**src/rtl/adc_phase_current.sv**
```systemverilog
// Phase-current front end: calibrates per-channel ADC zero offsets after reset/recal,
// then emits offset-corrected, saturated signed currents for the FOC transform stage.
module adc_phase_current #(
   parameter logic [7:0]  CAL_SKIP  = 8'd4,
   parameter logic [3:0]  CAL_SHIFT = 4'd6,
   parameter logic [11:0] OFS_TOL   = 12'd400
) (
   input  logic               clk,
   input  logic               rstn,
   input  logic               i_recal,
   input  logic               i_en_adc,
   input  logic [11:0]        i_adc_a,
   input  logic [11:0]        i_adc_b,
   input  logic [11:0]        i_adc_c,
   output logic               o_en_iabc,
   output logic signed [11:0] o_ia,
   output logic signed [11:0] o_ib,
   output logic signed [11:0] o_ic,
   output logic               o_calib_done,
   output logic               o_calib_err
);

   localparam int unsigned ACC_W    = 32'd12 + 32'(CAL_SHIFT);
   localparam logic [8:0]  LAST_SMP = 9'((32'd1 << CAL_SHIFT) - 32'd1);

   typedef enum logic [2:0] {S_SKIP, S_ACCUM, S_CHECK, S_RUN, S_FAIL} state_t;

   state_t             r_state, w_next;
   logic [7:0]         r_skip_cnt;
   logic [8:0]         r_smp_cnt;
   logic [ACC_W-1:0]   r_acc_a, r_acc_b, r_acc_c;
   logic [11:0]        r_ofs_a, r_ofs_b, r_ofs_c;
   logic               r_en_iabc, r_calib_done, r_calib_err;
   logic [11:0]        r_ia, r_ib, r_ic;
   logic [11:0]        w_mean_a, w_mean_b, w_mean_c;
   logic               w_cal_bad;
   logic               w_skip_inc, w_skip_clr, w_acc_en, w_acc_clr, w_ofs_ld, w_conv;
   logic               w_done_nx, w_err_nx;
   logic [12:0]        w_d_a, w_d_b, w_d_c;

   // |mean - 2048| beyond tolerance
   function automatic logic dev_bad(input logic [11:0] m);
      logic [12:0] d;
      d = (m >= 12'd2048) ? (13'(m) - 13'd2048) : (13'd2048 - 13'(m));
      return d > 13'(OFS_TOL);
   endfunction

   // Clip 13-bit signed difference into 12-bit signed range
   function automatic logic [11:0] sat12(input logic [12:0] d);
      if (d[12] != d[11]) return d[12] ? 12'h800 : 12'h7FF;
      return d[11:0];
   endfunction

   assign w_mean_a  = 12'(r_acc_a >> CAL_SHIFT);
   assign w_mean_b  = 12'(r_acc_b >> CAL_SHIFT);
   assign w_mean_c  = 12'(r_acc_c >> CAL_SHIFT);
   assign w_cal_bad = dev_bad(w_mean_a) | dev_bad(w_mean_b) | dev_bad(w_mean_c);

   assign w_d_a = 13'({1'b0, i_adc_a}) - 13'({1'b0, r_ofs_a});
   assign w_d_b = 13'({1'b0, i_adc_b}) - 13'({1'b0, r_ofs_b});
   assign w_d_c = 13'({1'b0, i_adc_c}) - 13'({1'b0, r_ofs_c});

   always_ff @(posedge clk or negedge rstn) begin
      if (!rstn) r_state <= S_SKIP;
      else       r_state <= w_next;
   end

   always_comb begin
      w_next = r_state;
      if (i_recal) begin
         w_next = S_SKIP;
      end else begin
         case (r_state)
            S_SKIP:  if ((CAL_SKIP == 8'd0) ||
                         (i_en_adc && (r_skip_cnt == CAL_SKIP - 8'd1))) w_next = S_ACCUM;
            S_ACCUM: if (i_en_adc && (r_smp_cnt == LAST_SMP))           w_next = S_CHECK;
            S_CHECK: w_next = w_cal_bad ? S_FAIL : S_RUN;
            S_RUN:   w_next = S_RUN;
            S_FAIL:  w_next = S_FAIL;
            default: w_next = S_SKIP;
         endcase
      end
   end

   // Datapath controls; recal suppresses every update except the clears
   always_comb begin
      w_skip_inc = 1'b0;
      w_skip_clr = 1'b0;
      w_acc_en   = 1'b0;
      w_acc_clr  = 1'b0;
      w_ofs_ld   = 1'b0;
      w_conv     = 1'b0;
      w_done_nx  = (w_next == S_RUN);
      w_err_nx   = (w_next == S_FAIL);
      if (i_recal) begin
         w_skip_clr = 1'b1;
         w_acc_clr  = 1'b1;
      end else begin
         w_skip_inc = (r_state == S_SKIP)  && i_en_adc;
         w_skip_clr = (r_state != S_SKIP);
         w_acc_clr  = (r_state == S_SKIP);
         w_acc_en   = (r_state == S_ACCUM) && i_en_adc;
         w_ofs_ld   = (r_state == S_CHECK);
         w_conv     = (r_state == S_RUN)   && i_en_adc;
      end
   end

   always_ff @(posedge clk or negedge rstn) begin
      if (!rstn) begin
         r_skip_cnt   <= '0;
         r_smp_cnt    <= '0;
         r_acc_a      <= '0;
         r_acc_b      <= '0;
         r_acc_c      <= '0;
         r_ofs_a      <= '0;
         r_ofs_b      <= '0;
         r_ofs_c      <= '0;
         r_en_iabc    <= 1'b0;
         r_ia         <= '0;
         r_ib         <= '0;
         r_ic         <= '0;
         r_calib_done <= 1'b0;
         r_calib_err  <= 1'b0;
      end else begin
         if (w_skip_clr)      r_skip_cnt <= '0;
         else if (w_skip_inc) r_skip_cnt <= r_skip_cnt + 8'd1;
         if (w_acc_clr) begin
            r_smp_cnt <= '0;
            r_acc_a   <= '0;
            r_acc_b   <= '0;
            r_acc_c   <= '0;
         end else if (w_acc_en) begin
            r_smp_cnt <= r_smp_cnt + 9'd1;
            r_acc_a   <= r_acc_a + ACC_W'(i_adc_a);
            r_acc_b   <= r_acc_b + ACC_W'(i_adc_b);
            r_acc_c   <= r_acc_c + ACC_W'(i_adc_c);
         end
         if (w_ofs_ld) begin
            r_ofs_a <= w_mean_a;
            r_ofs_b <= w_mean_b;
            r_ofs_c <= w_mean_c;
         end
         r_en_iabc <= w_conv;
         if (w_conv) begin
            r_ia <= sat12(w_d_a);
            r_ib <= sat12(w_d_b);
            r_ic <= sat12(w_d_c);
         end
         r_calib_done <= w_done_nx;
         r_calib_err  <= w_err_nx;
      end
   end

   assign o_en_iabc    = r_en_iabc;
   assign o_ia         = r_ia;
   assign o_ib         = r_ib;
   assign o_ic         = r_ic;
   assign o_calib_done = r_calib_done;
   assign o_calib_err  = r_calib_err;

endmodule

```
**config.mk**
```make
export PLATFORM = sky130hd
export DESIGN_NAME = adc_phase_current
export DESIGN_NICKNAME = d
export VERILOG_FILES = /design/src/rtl/adc_phase_current.sv
export SDC_FILE = /design/constraint.sdc
export NUM_CORES = 1
export LEC_CHECK = 0
export ABC_AREA = 1
export BUFFER_PORTS_ARGS = -buffer_cell sky130_fd_sc_hd__buf_2
export CAP_MARGIN = 20
export CORE_UTILIZATION = 45
export CTS_CLUSTER_SIZE = 12
export DETAILED_ROUTE_END_ITERATION = 8
export PLACE_DENSITY = 0.59
export SLEW_MARGIN = 20
export SYNTH_ARGS = -nofsm -noshare
export SYNTH_HDL_FRONTEND = slang
export SYNTH_SLANG_ARGS = --single-unit
```
**constraint.sdc**
```tcl
create_clock -name clk -period 2.8 [get_ports clk]
set_input_delay 0.42 -clock clk [delete_from_list [all_inputs] [get_ports clk]]
set_output_delay 0.42 -clock clk [all_outputs]
set_load 0.05 [all_outputs]
```
; ---- Word level (Yosys, flattened, before mapping)
; Cells that the tools add are included.
[word_totals]
reg_bits = 149
wordCells = 96
[op_classes]
addsub = 14
order_cmp = 6
n_eq_ne = 11
muxes = 39
n_bitwise = 2
reduce_logical = 9
[ops]
columns = op, n
row1 = $mux 12, 9
row2 = $mux 18, 6
row3 = $add 18x12->18, 3
row4 = $gt 13x9->1 const B, 3
row5 = $mux 13, 3
row6 = $sub 12x12->13, 3
row7 = $sub 12x12->13 const A, 3
row8 = $sub 12x12->13 const B, 3
row9 = $ge 12x12->1 const B, 3
row10 = $mux 9, 2
row11 = $mux 8, 2
row12 = $pmux 3 s5, 1
row13 = $mux 1, 12
row14 = $mux 3, 4
row15 = $add 9x1->9 const B, 1
row16 = $eq 3x2->1 const B, 3
row17 = $eq 9x6->1 const B, 1
row18 = $add 8x1->8 const B, 1
row19 = $eq 8x2->1 const B, 1
row20 = $eq 3x3->1 const B, 2
row21 = $logic_and 1x1->1, 5
row22 = $reduce_bool 2->1, 2
row23 = $eq 3x1->1 const B, 1
row24 = $logic_not 3->1, 1
row25 = other kinds (3), 6

; ---- Depth between registers and ports, before layout
[logic_depth]
ltp_word = 9
mapped_depth = 13
mapped_depth_nobuf = 13

; ---- Least setup slack after synthesis
; OpenSTA, ideal clock, no wires.
[synth_timing]
kind = input-to-reg
startpoint = in i_adc_b[0]
endpoint = reg r_ib[10] (netlist: o_ib[10])
arrival_ps = 2017
slack_ps = 706
path_stages = 12
path_buffers = 1
cell_sequence = inv_1 ha_1 fa_1 inv_1 nand3_1 nand2_1 nand3_1 and3_1 nand2_1 buf_2 nand2_1 a21oi_1
[synth_via]
elab_chain_cells = 5
elab_cells_between_ends = 7
[synth_rtl]
columns = element, line
row1 = "start, declared", 13  ; input logic [11:0] i_adc_b,
row2 = $sub 12x12->13 *, 60  ; assign w_d_b = 13'({1'b0, i_adc_b}) - 13'({1'b0, r_ofs_b});
row3 = $ne 1x1->1, 50  ; if (d[12] != d[11]) return d[12] ? 12'h800 : 12'h7FF;
row4 = $mux 1, 50
row5 = $mux 1, 144  ; if (w_conv) begin
row6 = $mux 12 *, 51  ; return d[11:0];
row7 = "end signal, assigned", 146  ; r_ib <= sat12(w_d_b);
row8 = "end, declared", 34  ; logic [11:0] r_ia, r_ib, r_ic;
; Every way passes the cells marked *; elsewhere a longest branch is shown, timed or not. The select of a mux whose other input is x is not followed.
; A chain may end at the register's enable or synchronous reset.

; ---- Worst setup path in the final report
[layout_timing]
startpoint = reg r_ofs_c[0]
endpoint = reg r_ic[0] (netlist: o_ic[0])
[layout_via]
elab_chain_cells = 5
elab_cells_between_ends = 7
[layout_rtl]
columns = element, line
row1 = "start, declared", 32  ; logic [11:0] r_ofs_a, r_ofs_b, r_ofs_c;
row2 = "start signal, assigned", 141  ; r_ofs_c <= w_mean_c;
row3 = $sub 12x12->13 *, 61  ; assign w_d_c = 13'({1'b0, i_adc_c}) - 13'({1'b0, r_ofs_c});
row4 = $ne 1x1->1, 50
row5 = $mux 1, 50
row6 = $mux 1, 144
row7 = $mux 12 *, 51
row8 = "end signal, assigned", 147  ; r_ic <= sat12(w_d_c);
row9 = "end, declared", 34
; Marked as above.

==> reports/results.txt <==
DP Area = 0.0106 mm^2
Final-stage net count = 1,545
Synth area leaders = dfrtp_1 38%, nand2_1 12%, ha_1 9.3%
Post-Syn Area = 0.00992 mm^2
Routed len/inst = 14.3 um
Crit path kind = reg2reg
Final worst-path cycle share = 0.805
Area leader, netlist = dfrtp_1
Die Ht = 151 um
Clock skew = 0.00888 ns
Syn Inst Count = 1,341
CP endpoint kind = register
CTS H-tree lvls = 4
Clock sinks = 149
Post-route cell area = 0.0112 mm^2
Yosys reg bits = 149
Post-Synth XOR/XNOR Area = 0.0300
Die W = 151 um
CP required = 3.14 ns
Clock Root Buffer = clkbuf_16
Setup TNS = 0 ns
CORE AREA = 0.0214 mm^2
Synth Flop Type = dfrtp_1
Worst-path fanout max = 11
HPWL after DPL = 18.8 mm
Adder-Cell Fraction of Synth Area = 0.105
Finished Core Util = 0.526
Hold Slack = 0.288 ns
Reg clk slew, reported paths = 0.06 ns
Setup repair bufs after CTS = 0
GP Congestion = 0.881
Outcome = finished, final reports clean
Post-synthesis mux area share = 0.00214
Port bufs = 78
Ports = 79
First-pass GRT wire length = 40.7 mm
Commonest non-fill, non-tap cells in the layout = 329 x nand2_1, 149 x dfrtp_1, 148 x inv_1
Worst-skew pair later-pin latency = 0.42 ns
Initial Util = 0.465
RSZ-0062 raised after global routing = no
Pwr Total = 5.26 mW
Worst-margin pin slew = 0.729 ns
Syn_area_per_cell = 7.40 um^2
CTS Buf Count = 17
Synth Area in Compound Gates = 0.152
FP Rows = 53
Ant diodes = 0
Via density = 5.14
GR Util All Layers = 0.229
YS warnings = 0
ANT nets after route = 0
Vias in the first global route = 8,302
Final wirelength = 24.6 mm
Maximum clock frequency = 0.444 GHz
Die ar. = 0.0227 mm^2
TritonCTS clock tree = done
LEAKAGE = 5.57 nW
Min-delay worst type = in2reg
Layout cells sized above 1 = 0.102
DR iter-0 viols = 453
Syn-to-layout area delta = 13.1%
Slew margin rel. = 0.512
Setup violators final = 0
Asr flop ratio synth = 1.00
Tmin final = 2.25 ns
Initial antenna violation count = 0
Unique masters post-synth = 51
Arrival time worst endpoint = 2.59 ns
Post-Synth Simple-Gate Area = 0.260
DRC = 0
Largest family of logic cells by synthesized area = simple AND/OR/NAND/NOR gates
Most common cell after layout, fill and taps aside = nand2_1
Final Hold Viols = 0
Share of the synthesized area in the top cell type = 0.376
Total congestion overflow = 0
Maximum root-to-sink buffer count = 2
Post-synth net total = 1,461
Via count = 8,800
First-pass detailed-route iteration total = 6
Peak supply drop = 0.356 mV
Post-synth EDFFs = 0
Max-slew violations = 0
Setup crit start kind = register
# Max-Cap Violations = 0
Pwr Density = 469 mW/mm^2
Pin count of the biggest net entering global routing = 54
Seq/Total Area, Yosys = 0.376
[cell families after synthesis]
| logic type | count (synthesis) |
|---|---|
| adders and majority gates | 80 |
| buffers and inverters | 186 |
| DFF | 149 |
| muxes | 2 |
| xor gates and xnor gates | 34 |
| AOI/OAI and AO/OA | 278 |
| and+or+nand+nor | 612 |
[through the flow]
stage	setup slack, ns	std cells
final	0.546	1712
after global routing	0.286	1712
after CTS	0.543	1712
after detailed placement	0.383	1680
after global placement	0.413	1680
after floorplan	0.706	1341
[critical path, cell delays in order (launching register included)]
cell	delay, ns
dfrtp_1	0.40
ha_1	0.21
fa_1	0.43
o21ai_1	0.26
nand3_1	0.11
nand3_1	0.17
inv_1	0.05
nand2_1	0.28
nand2_1	0.09
o21ai_0	0.17
[power by group]
group          switching, mW  leakage, nW  internal (mW)
sequential            0.0274         2.02           2.20
clock                  0.936        0.271           1.33
combinational          0.525         3.29          0.241
total                   1.49         5.57           3.77
[path summary, 6_finish.rpt]
kind	startpoint	end	slack [ns]	cells after the start
max in group asynchronous	rstn	r_acc_a[16]	1.62	3
worst max register to register	r_ofs_c[0]	o_ic[0]	0.55	9
worst min-delay path	i_recal	r_state[2]	0.29	2
worst min register to register	r_skip_cnt[5]	r_skip_cnt[6]	0.46	1
worst max-delay path	r_ofs_c[0]	o_ic[0]	0.55	9
min in group asynchronous	rstn	o_ic[3]	0.50	2
[final cells by class]
type	instances	area, um^2
Timing Repair Buffer	90	514
Multi-Input combinational cell	1006	5460
Clock buffer	19	443
Clock inverter	12	131
Tap cell	275	344
Fill cell	2172	10100
Inverter	161	607
Sequential cell	149	3730
[registers in the layout, summed over array words and instances, names as in the netlist]
| name | count |
|---|---|
| r_acc_a | 18 |
| r_acc_b | 18 |
| r_acc_c | 18 |
| o_ia | 12 |
| o_ib | 12 |
| o_ic | 12 |
| r_ofs_a | 12 |
| r_ofs_b | 12 |
| r_ofs_c | 12 |
| r_smp_cnt | 9 |
| r_skip_cnt | 8 |
| r_state | 3 |
| o_calib_done | 1 |
| o_calib_err | 1 |
| o_en_iabc | 1 |
[synth_stat cells (2+ instances only)]
cell	count
a21oi_1	124
buf_2	10
o21ai_0	90
nand4_1	11
a22o_1	7
nor3b_1	5
nor3_2	2
nand2_1	330
o21ai_1	18
nand3b_1	2
nand3_1	81
fa_1	6
o21a_1	6
o22ai_1	7
o31ai_1	3
ha_1	74
inv_2	12
clkbuf_1	10
nor4_1	3
nor3_1	19
o211ai_1	2
buf_4	4
o21bai_1	6
nand2_4	2
nor2_1	145
xnor2_1	16
a31oi_1	4
dfrtp_1	149
nor2_2	3
xor2_1	18
inv_1	148
a21o_1	4
and3_1	2
[layer usage]
metal | vias up | track usage | wire (um)
met5 | - | 0 | 0
met4 | 0 | 0.0682 | 308
met3 | 21 | 0.0294 | 799
met2 | 138 | 0.370 | 11100
met1 | 4045 | 0.317 | 12400
li1 | 4596 | - | -
[timing repair]
action | in CTS | in global routing
hold buffers | 1 | 0
resized for setup | 0 | 0
hold endpoints to repair | 48 | 0
Note: power is estimated with default switching activity, not from simulation.
